## config.mk

```make
export PLATFORM = sky130hd
export DESIGN_NAME = mac_sequencer_flat
export DESIGN_NICKNAME = d
export VERILOG_FILES = /design/src/rtl/mac_sequencer_pkg.sv /design/src/rtl/mac_sequencer_if.sv /design/src/rtl/mac_sequencer_dot4_unit.sv /design/src/rtl/mac_sequencer.sv /design/src/flat_wrapper.sv
export SDC_FILE = /design/constraint.sdc
export NUM_CORES = 1
export LEC_CHECK = 0
export ABC_AREA = 1
export CORE_ASPECT_RATIO = 1.5
export CORE_UTILIZATION = 35
export CTS_CLUSTER_DIAMETER = 120
export DETAILED_ROUTE_END_ITERATION = 10
export PLACE_DENSITY_LB_ADDON = 0.08
export RECOVER_POWER = 25
export SYNTH_ARGS = -nofsm -noshare
export SYNTH_HDL_FRONTEND = slang
export SYNTH_SLANG_ARGS = --single-unit
```

## constraint.sdc

```tcl
create_clock -name clk -period 4.4 [get_ports clk]
set_clock_uncertainty 0.1 [all_clocks]
set_input_delay 0.66 -clock clk [delete_from_list [all_inputs] [get_ports clk]]
set_output_delay 0.66 -clock clk [all_outputs]
set_load 0.05 [all_outputs]
```

## src/rtl/mac_sequencer_pkg.sv

```systemverilog
// Shared constants and FSM state type for the nibble dot-product sequencer.
package mac_seq_pkg;

    localparam int NIB_W = 4;
    localparam int LANES = 4;
    localparam int ACC_W = 10;  // 4 * 15 * 15 = 900 fits in 10 bits

    typedef enum logic [2:0] {
        IDLE,
        LOAD_W,
        LOAD_X,
        CALC,
        CMP,
        DONE
    } mac_seq_state_t;

endpackage

```

## src/rtl/mac_sequencer_if.sv

```systemverilog
// Host-side handshake bundle for mac_sequencer.
// MAC_SEQ_SCORE_OUT_EN adds the per-vector score/score_valid outputs.
interface mac_sequencer_if #(
    parameter int NIB_W = mac_seq_pkg::NIB_W,
    parameter int ACC_W = mac_seq_pkg::ACC_W
);
    logic             start;
    logic [3:0]       vec_count;
    logic             in_valid;
    logic [NIB_W-1:0] in_data;
    logic             in_ready;
    logic             busy;
    logic             done;
    logic [ACC_W-1:0] best_val;
    logic [3:0]       best_idx;
`ifdef MAC_SEQ_SCORE_OUT_EN
    logic [ACC_W-1:0] score;
    logic             score_valid;

    modport master (
        output start, vec_count, in_valid, in_data,
        input  in_ready, busy, done, best_val, best_idx, score, score_valid
    );
    modport slave (
        input  start, vec_count, in_valid, in_data,
        output in_ready, busy, done, best_val, best_idx, score, score_valid
    );
`else
    modport master (
        output start, vec_count, in_valid, in_data,
        input  in_ready, busy, done, best_val, best_idx
    );
    modport slave (
        input  start, vec_count, in_valid, in_data,
        output in_ready, busy, done, best_val, best_idx
    );
`endif
endinterface

```

## src/rtl/mac_sequencer_dot4_unit.sv

```systemverilog
// Combinational LANES-way unsigned multiply-add of packed weight and input vectors.
module dot4_unit #(
    parameter int NIB_W = mac_seq_pkg::NIB_W,
    parameter int LANES = mac_seq_pkg::LANES,
    parameter int ACC_W = mac_seq_pkg::ACC_W
) (
    input  logic [LANES*NIB_W-1:0] weights,
    input  logic [LANES*NIB_W-1:0] inputs,
    output logic [ACC_W-1:0]       sum
);

    logic [2*NIB_W-1:0] prod;

    always_comb begin
        sum  = '0;
        prod = '0;
        for (int i = 0; i < LANES; i++) begin
            prod = (2*NIB_W)'(weights[i*NIB_W +: NIB_W]) * (2*NIB_W)'(inputs[i*NIB_W +: NIB_W]);
            sum  = sum + ACC_W'(prod);
        end
    end

endmodule

```

## src/rtl/mac_sequencer.sv

```systemverilog
// Batch sequencer: loads one weight vector, streams up to 16 input vectors, tracks best score.
// MAC_SEQ_SCORE_OUT_EN exposes every vector's score with a one-cycle score_valid in CMP.
module mac_sequencer #(
    parameter int NIB_W = mac_seq_pkg::NIB_W,
    parameter int LANES = mac_seq_pkg::LANES,
    parameter int ACC_W = mac_seq_pkg::ACC_W
) (
    input  logic          clk,
    input  logic          rst_n,
    mac_sequencer_if.slave bus
);
    import mac_seq_pkg::*;

    localparam int VEC_W = LANES * NIB_W;
    localparam int CNT_W = $clog2(LANES);
    localparam logic [CNT_W-1:0] NIB_LAST = CNT_W'(LANES - 1);

    mac_seq_state_t   state_q, state_d;
    logic [VEC_W-1:0] w_q, x_q;
    logic [CNT_W-1:0] nib_cnt_q;
    logic [3:0]       vec_idx_q, vec_last_q, best_idx_q;
    logic [ACC_W-1:0] score_q, best_val_q, dot_sum;
    logic             accept, nib_last, vec_final;

    assign accept    = bus.in_valid && bus.in_ready;
    assign nib_last  = (nib_cnt_q == NIB_LAST);
    assign vec_final = (vec_idx_q == vec_last_q);

    dot4_unit #(.NIB_W(NIB_W), .LANES(LANES), .ACC_W(ACC_W)) u_dot (
        .weights (w_q),
        .inputs  (x_q),
        .sum     (dot_sum)
    );

    // NOTE: reset is sampled on the clock edge only; sequential state always uses <=.
    always_ff @(posedge clk) begin
        if (!rst_n) state_q <= IDLE;
        else        state_q <= state_d;
    end

    // NOTE: every output of this block gets a default first so no latch can form.
    always_comb begin
        state_d      = state_q;
        bus.in_ready = 1'b0;
        bus.busy     = 1'b1;
        bus.done     = 1'b0;
        unique case (state_q)
            IDLE: begin
                bus.busy = 1'b0;
                if (bus.start) state_d = LOAD_W;
            end
            LOAD_W: begin
                bus.in_ready = 1'b1;
                if (bus.in_valid && nib_last) state_d = LOAD_X;
            end
            LOAD_X: begin
                bus.in_ready = 1'b1;
                if (bus.in_valid && nib_last) state_d = CALC;
            end
            CALC:    state_d = CMP;
            CMP:     state_d = vec_final ? DONE : LOAD_X;
            DONE: begin
                bus.done = 1'b1;
                state_d  = IDLE;
            end
            default: state_d = IDLE;
        endcase
    end

    // Nibbles enter at the top so the first one of a vector lands in lane 0.
    always_ff @(posedge clk) begin
        if (!rst_n) begin
            w_q        <= '0;
            x_q        <= '0;
            nib_cnt_q  <= '0;
            vec_idx_q  <= '0;
            vec_last_q <= '0;
            score_q    <= '0;
            best_val_q <= '0;
            best_idx_q <= '0;
        end else begin
            unique case (state_q)
                IDLE: if (bus.start) begin
                    vec_last_q <= bus.vec_count;
                    best_val_q <= '0;
                    best_idx_q <= '0;
                    vec_idx_q  <= '0;
                    nib_cnt_q  <= '0;
                end
                LOAD_W: if (accept) begin
                    w_q       <= {bus.in_data, w_q[VEC_W-1:NIB_W]};
                    nib_cnt_q <= nib_last ? '0 : nib_cnt_q + CNT_W'(1);
                end
                LOAD_X: if (accept) begin
                    x_q       <= {bus.in_data, x_q[VEC_W-1:NIB_W]};
                    nib_cnt_q <= nib_last ? '0 : nib_cnt_q + CNT_W'(1);
                end
                CALC: score_q <= dot_sum;
                CMP: begin
                    // Strict compare keeps the earliest index on a tie.
                    if (score_q > best_val_q) begin
                        best_val_q <= score_q;
                        best_idx_q <= vec_idx_q;
                    end
                    if (!vec_final) vec_idx_q <= vec_idx_q + 4'd1;
                end
                default: ;
            endcase
        end
    end

    assign bus.best_val = best_val_q;
    assign bus.best_idx = best_idx_q;

`ifdef MAC_SEQ_SCORE_OUT_EN
    assign bus.score       = score_q;
    assign bus.score_valid = (state_q == CMP);
`endif

endmodule

```

## src/flat_wrapper.sv

```systemverilog
// flat-port wrapper written by rule: the top's interface ports become plain ports
module mac_sequencer_flat import mac_seq_pkg::*;
#(
    parameter int NIB_W = mac_seq_pkg::NIB_W,
    parameter int LANES = mac_seq_pkg::LANES,
    parameter int ACC_W = mac_seq_pkg::ACC_W
)
  (clk, rst_n, bus_start, bus_vec_count, bus_in_valid, bus_in_data, bus_in_ready, bus_busy, bus_done, bus_best_val, bus_best_idx);
  mac_sequencer_if #(.NIB_W(NIB_W), .ACC_W(ACC_W)) bus_i ();
  input  logic clk;
  input  logic rst_n;
  input wire logic [$bits(bus_i.start)-1:0] bus_start;
  input wire logic [$bits(bus_i.vec_count)-1:0] bus_vec_count;
  input wire logic [$bits(bus_i.in_valid)-1:0] bus_in_valid;
  input wire logic [$bits(bus_i.in_data)-1:0] bus_in_data;
  output wire logic [$bits(bus_i.in_ready)-1:0] bus_in_ready;
  output wire logic [$bits(bus_i.busy)-1:0] bus_busy;
  output wire logic [$bits(bus_i.done)-1:0] bus_done;
  output wire logic [$bits(bus_i.best_val)-1:0] bus_best_val;
  output wire logic [$bits(bus_i.best_idx)-1:0] bus_best_idx;
  assign bus_i.start = bus_start;
  assign bus_i.vec_count = bus_vec_count;
  assign bus_i.in_valid = bus_in_valid;
  assign bus_i.in_data = bus_in_data;
  assign bus_in_ready = bus_i.in_ready;
  assign bus_busy = bus_i.busy;
  assign bus_done = bus_i.done;
  assign bus_best_val = bus_i.best_val;
  assign bus_best_idx = bus_i.best_idx;
  mac_sequencer #(.NIB_W(NIB_W), .LANES(LANES), .ACC_W(ACC_W)) u_core (.clk(clk), .rst_n(rst_n), .bus(bus_i));
endmodule
```

Yosys cells after proc, flatten, opt, wreduce, memory -nomap -nowiden
Index checks and enable logic that the tools add are counted.
{"block": "word_totals", "regBits": 69, "in_bits": 12, "out_inout_bits": 17, "wordCells": 65}
{"block": "op_classes", "n_addsub": 5, "n_mul": 4, "magnitude_cmp": 1, "eq_ne": 13, "muxes": 20, "reduce_logical": 13}
{"cell": "$mul 4x4->8", "count": 4}
{"cell": "$mux 10", "count": 2}
{"cell": "$pmux 10 s2", "count": 1}
{"cell": "$pmux 4 s2", "count": 2}
{"cell": "$pmux 3 s5", "count": 1}
{"cell": "$mux 3", "count": 4}
{"cell": "$mux 4", "count": 3}
{"cell": "$reduce_and 3->1", "count": 4}
{"cell": "$add 10x8->10", "count": 1}
{"cell": "$add 9x8->10", "count": 1}
{"cell": "$gt 10x10->1", "count": 1}
{"cell": "$add 8x8->9", "count": 1}
{"cell": "$ne 2x1->1 const B", "count": 4}
{"cell": "$eq 3x2->1 const B", "count": 2}
{"cell": "$eq 3x3->1 const B", "count": 2}
{"cell": "$mux 2", "count": 3}
{"cell": "$reduce_and 2->1", "count": 3}
{"cell": "$add 4x1->4 const B", "count": 1}
{"cell": "$eq 4x4->1", "count": 1}
{"cell": "$ne 2x2->1 const B", "count": 2}
{"cell": "$pmux 2 s2", "count": 1}
{"cell": "$reduce_bool 2->1", "count": 2}
{"cell": "$eq 3x1->1 const B", "count": 1}
{"cell": "$logic_not 3->1", "count": 1}
{"cell": "5 further kinds", "count": 8}

Longest topological paths before layout
{"block": "logic_depth", "depth_word": 6, "ltp_mapped": 21, "depth_no_buf": 21}

Modules after synthesis
From an unflattened synthesis, not the netlist that was laid out.
{"block": "unflattened", "cells_unflattened": 739, "hier_area_um2": 5408.9}
{"module": "mac_sequencer", "instances": 1, "cells_per_inst": 432, "area_each_um2": 3121.7, "seq_area_each_um2": 1381.3}
{"module": "dot4_unit", "instances": 1, "cells_per_inst": 307, "area_each_um2": 2287.2, "seq_area_each_um2": 0.0}

Worst setup path after synthesis
Ideal clock, no wire load.
{"block": "synth_path", "path_kind": "reg-to-reg", "startpoint": "reg u_core.w_q[4]", "endpoint": "reg u_core.score_q[6]", "setup_time_ns": 0.056, "arrival_ns": 4.639, "required_time_ns": 4.244, "path_slack_ns": -0.395, "stages_incl_launch_ff": 17, "n_path_buf": 0, "synth_period_minus_slack_ns": 4.795, "path_cell_list": "dfxtp_1 > nand2_1 > fa_1 > fa_1 > inv_1 > fa_1 > fa_1 > inv_1 > fa_1 > inv_1 > ha_1 > fa_1 > a31o_2 > or2_2 > nand3_1 > nand2_1 > inv_1"}
{"block": "synth_between", "elab_chain_len": 4}
{"item": "from (decl)", "line_no": "mac_sequencer.sv:19", "rtl": "logic [VEC_W-1:0] w_q, x_q;"}
{"item": "from (signal assigned)", "line_no": "mac_sequencer.sv:91", "rtl": "w_q <= {bus.in_data, w_q[VEC_W-1:NIB_W]};"}
{"item": "$mul 4x4->8", "line_no": "mac_sequencer_dot4_unit.sv:18", "rtl": "prod = (2*NIB_W)'(weights[i*NIB_W +: NIB_W]) * (2*NIB_W)'(inputs[i*NIB_W +: NIB_W]);"}
{"item": "$add 8x8->9", "line_no": "mac_sequencer_dot4_unit.sv:19", "rtl": "sum = sum + ACC_W'(prod);"}
{"item": "$add 9x8->10", "line_no": "mac_sequencer_dot4_unit.sv:19"}
{"item": "$add 10x8->10", "line_no": "mac_sequencer_dot4_unit.sv:19"}
{"item": "to (signal assigned)", "line_no": "mac_sequencer.sv:98", "rtl": "CALC: score_q <= dot_sum;"}
{"item": "to (decl)", "line_no": "mac_sequencer.sv:22", "rtl": "logic [ACC_W-1:0] score_q, best_val_q, dot_sum;"}
Every way passes these cells.
A chain may end at the register's enable or synchronous reset.

Worst setup path in the final report
{"block": "layout_path", "startpoint": "reg u_core.w_q[7]", "endpoint": "reg u_core.score_q[7]"}
The elaborated chain is that of the path after synthesis.

==> key figures <==
Timing
  • Headroom to the max-slew limit: -32.8%
  • Crit share post-route: 105%
  • Worst-Margin Slew: 1.99 ns
  • Setup TNS Final: -1.02 ns
  • Max Freq: 216 MHz
  • Final hold vios: 0
  • Unrepaired setup endpoints after global routing: true
  • Final setup margin: -0.232 ns
  • Min Tclk post-route: 4.63 ns
  • Slew Limit Fails: 49
  • Final setup fails: 6

Yosys
  • Synth Net Count: 842
  • Seq/Total Area, Yosys: 25.5%
  • Ys flop type: dfxtp_1
  • Post-synth EDFFs: 0
  • Syn_area_per_cell: 7.38 um2
  • Yosys Warn Count: 0
  • Asr flop ratio synth: 0%
  • Synth Instances: 734
  • Synth cell types: 34
  • #FFs+latches synth: 69
  • Syn Std Cell Area: 0.00541 mm2

Drt
  • Total Routed Length: 13,100 um
  • Via Count: 4,488
  • TritonRoute pass-1 iters: 4
  • Drc violations: 0
  • Remaining antenna violation count after routing: 0
  • Via density per instance: 4.46
  • Wire per inst: 13.1 um
  • Starting DRT DRC Count: 93

Placement
  • Placed insts: 986
  • Post-DP HPWL: 10,500 um
  • GPL Wtd Cong: 0.814
  • Setup WS pre-CTS: -0.296 ns
  • Port Buf Inserts: 28

CTS
  • Worst-Skew Late Latency: 0.33 ns
  • Clock Path Buffers: 2
  • Clk sinks: 69
  • CTS clk-pin slew, worst paths: 0.06 ns
  • TritonCTS Buffers: 9
  • Root buf cell: clkbuf_16
  • Hold_buf cts: 0
  • H-tree levels: 3
  • CTS tree: done

Finish
  • Final net count: 910
  • Inserted Diodes: 0
  • Layout Cells excl Fill: 1,006
  • Utilization after layout: 44.4%
  • Proportion of layout cells with a drive suffix above 1: 20.0%
  • Area grow syn2layout: 23.7%

Worst setup path
  • Arrival time at the worst endpoint: 4.76 ns
  • Crit. End Element: flip-flop
  • Startpoint Class: flip-flop
  • Critical path type: reg -> reg
  • Worst Path Max Fanout: 6
  • Worst EP required: 4.53 ns

Global route
  • GRT Util Overall: 16.8%
  • Vias in the first global route: 4,355
  • Antenna violations before repair: 0
  • First-pass GRT wire length: 20,900 um
  • Largest net degree at the start of global routing: 49
  • Grt total ovfl: 0

Floorplanning
  • I/O pins: 29
  • Row cnt: 55
  • Starting Density: 35.9%
  • Core region area: 0.0151 mm2
  • Die Wd: 104 um
  • DIE AREA: 0.0160 mm2
  • Chip height: 154 um

Power and ir drop
  • Lkg Pwr: 3.48 nW
  • VDD IR-drop max: 0.213 mV
  • Overall Power: 0.00282 W
  • Pwr dens: 422 mW/mm2

Outcome
  • Failing checks: max-capacitance violations, max-slew violations, negative setup slack
  • Outcome: finished, violations left

Flow run
  • Maximum Capacitance Violations: 1

Min path
  • Hold Path Class: reg -> reg
## cells in the final DEF (no fill, tap or decap), drive strengths merged
cell / count
xor2: 5
ha: 48
a21boi: 4
a22oi: 1
inv: 180
nand3b: 5
o21bai: 1
nand2: 154
dfxtp: 69
clkdlybuf4s50: 26
a31o: 1
a21oi: 45
nand3: 21
nand4: 3
clkinv: 2
or2: 3
a31oi: 1
nor3: 3
clkinvlp: 2
o21ai: 42
bufinv: 1
fa: 48
xnor2: 1
clkbuf: 12
buf: 46
dlygate4sd3: 2
nor2: 81
## final timing paths
check | slack (ns) | from | to | depth (start not counted)
setup / recovery | -0.23 | u_core.w_q[7] | u_core.score_q[7] | 20
hold / removal | 0.37 | u_core.vec_last_q[2] | u_core.vec_last_q[2] | 2
setup reg to reg | -0.23 | u_core.w_q[7] | u_core.score_q[7] | 20
hold reg to reg | 0.37 | u_core.vec_last_q[2] | u_core.vec_last_q[2] | 2
## registers in the layout (all words and copies together), names as in the netlist
signal	flops
u_core.w_q	16
u_core.x_q	16
u_core.bus.best_val	10
u_core.score_q	10
u_core.bus.best_idx	4
u_core.vec_idx_q	4
u_core.vec_last_q	4
u_core.state_q	3
u_core.nib_cnt_q	2
## cell usage after synthesis (all sizes together) (5+ instances only)
cell    number  area (um2)
inv        180         676
buf         12        72.6
nor2        81         327
nand2      154         611
fa          48         961
ha          48         601
nand3       21         110
nand3b       5        37.5
clkbuf       6        22.5
o21ai       42         210
xor2         5        43.8
dfxtp       69        1380
a21oi       45         240
## through the flow
stage	cell area [um2]	hold slack (ns)
2_1_floorplan	5540	0.346
5_1_grt	6700	0.394
4_1_cts	6680	0.377
3_5_place_dp	6290	0.366
6_report	6700	0.372
3_3_place_gp	6290	0.364
## layout make-up
type	instances	area (um2)
Timing Repair Buffer	75	637
Multi-Input combinational cell	467	3400
Clock buffer	11	243
Clock inverter	5	58.8
Inverter	180	676
Sequential cell	69	1430
Tap cell	199	249
Fill cell	1548	8370
## worst max-delay path, cell delays in order (launching register included)
cell	delay [ns]
dfxtp_4	0.37
nand2_2	0.05
inv_1	0.05
fa_2	0.56
inv_1	0.05
fa_1	0.49
inv_2	0.04
fa_2	0.43
fa_2	0.58
inv_2	0.04
fa_2	0.33
fa_1	0.55
inv_2	0.05
ha_4	0.23
a21oi_2	0.13
nand2_2	0.09
a21oi_2	0.14
or2_4	0.13
nand3_2	0.05
nand2_1	0.06
inv_1	0.03
## kinds of logic (layout without fill, tap and decap cells)
group	after synthesis	in the layout	synth area share, %
xor gates and xnor gates	6	6	0.971
and+or+nand+nor	270	270	21.0
DFF	69	69	25.5
AOI/OAI and AO/OA	95	95	9.43
buffers and inverters	198	271	14.2
adders and majority gates	96	96	28.8
## layer usage
| metal | GRT usage (%) | up-vias | wire (um) |
|---|---|---|---|
| li1 | - | 2345 | - |
| met1 | 16.9 | 2075 | 5140 |
| met2 | 34.5 | 55 | 7540 |
| met3 | 2.32 | 13 | 215 |
| met4 | 5.31 | 0 | 243 |
| met5 | 0 | - | 0 |
## power breakdown
| part | total (W) | internal, W | switching, W |
|---|---|---|---|
| combinational | 0.00118 | 0.000446 | 0.000737 |
| sequential | 0.000897 | 0.000770 | 0.000127 |
| clock | 0.000743 | 0.000456 | 0.000288 |
| total | 0.00282 | 0.00167 | 0.00115 |
## repair_timing
item	4_1_cts	5_1_grt
pin swaps	15	13
endpoints found under the setup margin	7	7
gates resized for setup	30	13
buffers inserted	4	0
No activity file was read; power rests on OpenSTA's default activity.
